<file path="src/rtl/la_ctrl.sv">
// Logic-analyser capture controller: arm, wait for trigger, write LEN+1 samples, then hold DONE.
// Optional macro LA_CTRL_TRIG_EDGE_EN selects a rising-edge trigger instead of a level trigger.
module la_ctrl #(
  parameter int LEN_W = 5
) (
  input  logic             CLK,
  input  logic             RESET,
  input  logic             ARM,
  input  logic             ABORT,
  input  logic             TRIG,
  input  logic [LEN_W-1:0] LEN,
  output logic             LA_WE,
  output logic             STS_CE,
  output logic             BUSY,
  output logic             DONE,
  output logic [LEN_W-1:0] SCNT
);

  typedef enum logic [1:0] {
    S_IDLE    = 2'd0,
    S_ARMED   = 2'd1,
    S_CAPTURE = 2'd2,
    S_DONE    = 2'd3
  } state_t;

  state_t           r_state;
  state_t           w_state_next;
  logic [LEN_W-1:0] r_len;
  logic [LEN_W-1:0] w_len_next;
  logic [LEN_W-1:0] r_scnt;
  logic [LEN_W-1:0] w_scnt_next;
  logic             r_la_we;
  logic             r_sts_ce;
  logic             r_busy;
  logic             r_done;
  logic             w_sts_ce_next;
  logic             w_trig_evt;

`ifdef LA_CTRL_TRIG_EDGE_EN
  // History starts high so a TRIG already asserted when arming is not an edge.
  logic r_trig_prev;

  always_ff @(posedge CLK) begin
    if (RESET) begin
      r_trig_prev <= 1'b1;
    end else begin
      r_trig_prev <= TRIG;
    end
  end

  assign w_trig_evt = TRIG & ~r_trig_prev;
`else
  assign w_trig_evt = TRIG;
`endif

  always_comb begin
    w_state_next  = r_state;
    w_len_next    = r_len;
    w_scnt_next   = r_scnt;
    w_sts_ce_next = 1'b0;
    case (r_state)
      S_IDLE, S_DONE: begin
        if (ABORT) begin
          w_state_next = S_IDLE;
        end else if (ARM) begin
          w_state_next = S_ARMED;
          w_len_next   = LEN;
          w_scnt_next  = '0;
        end
      end
      S_ARMED: begin
        if (ABORT) begin
          w_state_next = S_IDLE;
        end else if (w_trig_evt) begin
          w_state_next = S_CAPTURE;
        end
      end
      S_CAPTURE: begin
        // SCNT is the address of the sample being written this cycle.
        if (ABORT) begin
          w_state_next = S_IDLE;
        end else if (r_scnt == r_len) begin
          w_state_next  = S_DONE;
          w_sts_ce_next = 1'b1;
        end else begin
          w_scnt_next = r_scnt + LEN_W'(1);
        end
      end
      default: begin
        w_state_next = S_IDLE;
      end
    endcase
  end

  always_ff @(posedge CLK) begin
    if (RESET) begin
      r_state  <= S_IDLE;
      r_len    <= '0;
      r_scnt   <= '0;
      r_la_we  <= 1'b0;
      r_sts_ce <= 1'b0;
      r_busy   <= 1'b0;
      r_done   <= 1'b0;
    end else begin
      r_state  <= w_state_next;
      r_len    <= w_len_next;
      r_scnt   <= w_scnt_next;
      r_la_we  <= (w_state_next == S_CAPTURE);
      r_sts_ce <= w_sts_ce_next;
      r_busy   <= (w_state_next == S_ARMED) || (w_state_next == S_CAPTURE);
      r_done   <= (w_state_next == S_DONE);
    end
  end

  assign LA_WE  = r_la_we;
  assign STS_CE = r_sts_ce;
  assign BUSY   = r_busy;
  assign DONE   = r_done;
  assign SCNT   = r_scnt;

endmodule

</file>
<file path="config.mk">
export PLATFORM = sky130hd
export DESIGN_NAME = la_ctrl
export DESIGN_NICKNAME = d
export VERILOG_FILES = /design/src/rtl/la_ctrl.sv
export SDC_FILE = /design/constraint.sdc
export NUM_CORES = 1
export LEC_CHECK = 0
export CAP_MARGIN = 20
export CORE_MARGIN = 2
export CORE_UTILIZATION = 40
export CTS_CLUSTER_SIZE = 28
export DETAILED_ROUTE_END_ITERATION = 10
export PLACE_DENSITY_LB_ADDON = 0.15
export RECOVER_POWER = 50
export SYNTH_ARGS = -nofsm -noshare
export SYNTH_HDL_FRONTEND = slang
export SYNTH_SLANG_ARGS = --single-unit
export TNS_END_PERCENT = 100
</file>
<file path="constraint.sdc">
create_clock -name CLK -period 2.1 [get_ports CLK]
set_input_delay 0.42 -clock CLK [delete_from_list [all_inputs] [get_ports CLK]]
set_output_delay 0.42 -clock CLK [all_outputs]
set_load 0.01 [all_outputs]
</file>
==> flow_summary.toml, run 1 <==
[synthesis]
synth_top_family_by_area = "simple AND/OR/NAND/NOR gates"
synthSimpleGateAreaFrac = 0.244
synthAdderAreaFrac = 0.0736
postSynthAreaPerCell_um2 = 9.55
synthMuxAreaShare = 0.0943
synth-xor-area-share = 0.0515
synth_compound_area_frac = 0.130
synth_top_area_cell = "dfxtp_1"
yosysWarningCount = 0
ys_types = 30
synth_top_area_share = 0.377
synth_area_leaders = "dfxtp_1, mux2i_1, ha_1"
syn_area_um2 = 850
syn_nets = 104
ys_seq_area_frac = 0.377
synthCells = 89
ys_ff_latch = 16

[floorplanning]
die_w_um = 50.1
rows = 16
dieArea_um2 = 2510
start_util = 0.429
io_pins = 19
core_area_um2 = 1980
die_h_um = 50.1

[timing]
finalSetupViolCount = 0
min_period_ps = 1850
timing.final.crit_share = 0.879
setup_slack_ps = 254
slew_viol_final = 0
rsz0062_at_grt = "no"
tns_ps = 0
max_slew_margin = 0.778
worstMarginPinSlew_ps = 332
clock_skew_ps = 4.76
whs_ps = 533
fmax_ghz = 0.542
hold_viol_final = 0

[global_route]
grt.total_usage = 0.162
antenna_found_initial = 0
grt_overflow = 0
grt_pass1_vias = 685
grt_max_degree = 14
grt_first_pass_wirelength_um = 3140

[clock_tree]
cts_tree = "yes"
clk_pin_slew_worst_paths_ps = 80
cts_buffer_depth = 2
cts-root-buf = "clkbuf_4"
postCtsSetupRepairBufs = 0
tritoncts.num_buffers = 3
ctsHtreeMaxLevel = 1
clock_latency_ps = 280
clock_sinks = 16

[power_and_ir_drop]
ir_drop_uv = 350
power_frac_clock = 0.265
p_leak_nw = 0.428
switching_share = 0.254
seq_power_share = 0.544
p_sw_mw = 0.149
pwr_density_cell_nw_per_um2 = 535
p_int_mw = 0.438
power_mw = 0.587
pwr-share-comb = 0.191

[setup_path]
end_kind = "flop"
worstPathArrival_ps = 2070
cpPeakStageDelay_ps = 340
cp_slowest_cell = "dfxtp_1"
worst-setup-path-type = "flop to flop"
worstSetupStartpointType = "flop"
worstPathMaxFanout = 13
worst_ep_required_time_ps = 2320
cp_cell_sequence = "inv_1, ha_2, and2_0, a211oi_1, nor3b_1, ha_1, nor2_1"

[finish]
area_growth_pct = 29.2
insertedDiodeCount = 0
fin_util = 0.554
layout.nets = 127
drive_gt1_frac = 0.100
n_fill_cell = 186
final_common_cell = "dfxtp_1"
stdcell_area_um2 = 1100
mostFrequentLayoutCells = "dfxtp_1, clkdlybuf4s50_1, nor2_1, mux2i_1"
final_cells = 137

[routing]
antenna_left = 0
via_per_inst = 5.21
first_pass_iters = 2
drc_errors = 0
drtIter0Drc = 7
wire_per_inst_um = 12.6
detailroute.via_count = 714
wl_um = 1720

[placement]
hpwl_um = 1260
place_ws_ps = 195
post-place-cells = 134
dpl-instance-area_um2 = 1070
port_buffers = 18
gp_congestion = 0.845

[outcome]
outcome = "complete, no violations"

[run]
cap_viol_max_count = 0

[hold_path]
min_path_type = "flop to flop"
-- cell type report --
cell class | count | area (µm²) | area share
Multi-Input combinational cell | 67 | 507 | 0.462
Sequential cell | 16 | 320 | 0.292
Timing Repair Buffer | 21 | 203 | 0.185
Tap cell | 27 | 33.8 | 0.0308
Clock buffer | 3 | 22.5 | 0.0205
Inverter | 3 | 11.3 | 0.0103
-- timing repair --
action / 4_1_cts / 5_1_grt
hold endpoints to repair: 0 / 0
endpoints found under the setup margin: 0 / 1
resized for setup: 0 / 1
hold buffers: 0 / 0
-- per-layer routing --
layer / track usage / vias up / wire length (µm)
li1: - / 364 / -
met4: 0.0694 / 0 / 15
met2: 0.241 / 12 / 802
met1: 0.219 / 336 / 823
met5: 0 / - / 0
met3: 0.0424 / 2 / 79
-- worst paths after layout --
kind,start,end,slack [ps],cells past startpoint
setup / recovery,r_state[0],BUSY,250,7
hold reg to reg,r_len[1],r_len[1],530,2
hold / removal,r_len[1],r_len[1],530,2
setup reg to reg,r_state[0],BUSY,250,7
-- registers in the layout, indices dropped and copies added, names as in the netlist --
register / flops
STS_CE: 1
BUSY: 1
DONE: 1
LA_WE: 1
r_state: 2
SCNT: 5
r_len: 5
-- critical path, delay by kind of cell, from the launching register on --
| kind | cells | cell delay, ps |
|---|---|---|
| fa+ha+maj | 2 | 600 |
| compound gates | 1 | 120 |
| buf+inv | 1 | 60 |
| simple gates | 3 | 660 |
| flops | 1 | 340 |
-- cells in the mapped netlist, drive strengths merged --
library cell	number
nor2	11
dfxtp	16
and2	1
nor4b	3
buf	2
nor2b	2
nand2	5
o31a	1
nand3	3
a21boi	1
or2	1
inv	3
a32o	3
a21o	1
nor4	1
and4bb	1
nor3b	1
nand3b	2
ha	5
xnor2	5
a211oi	1
mux2i	8
nand2b	2
o211ai	3
clkbuf	1
nor3	1
and4	1
a21oi	2
o21ai	1
nand4	1
-- cell families (layout without fill, tap and decap cells) --
logic type,after synthesis,after routing
buffers and inverters,6,27
flip-flops,16,16
adder cells (fa/ha/maj),5,5
AND/OR/NAND/NOR,36,36
XOR/XNOR,5,5
AO/OA/AOI/OAI,13,13
multiplexers,8,8
-- power groups by stage --
| stage | registers [mW] | clock network, mW | logic, mW |
|---|---|---|---|
| 4_1_cts | 0.320 | 0.164 | 0.113 |
| 2_1_floorplan | 0.326 | 0 | 0.0711 |
| 3_3_place_gp | 0.326 | 0 | 0.112 |
| 6_report | 0.319 | 0.156 | 0.112 |
| 5_1_grt | 0.321 | 0.183 | 0.125 |
| 3_5_place_dp | 0.327 | 0 | 0.113 |
Power figures use the tool's default switching activity.
==> run 2, diff against run 1 <==
Settings changed: GPL_ROUTABILITY_DRIVEN from default to 0, TNS_END_PERCENT 100 to 20.
==> results of run 2 <==
No change in the layout: final DEF, timing and power equal those of run 1.
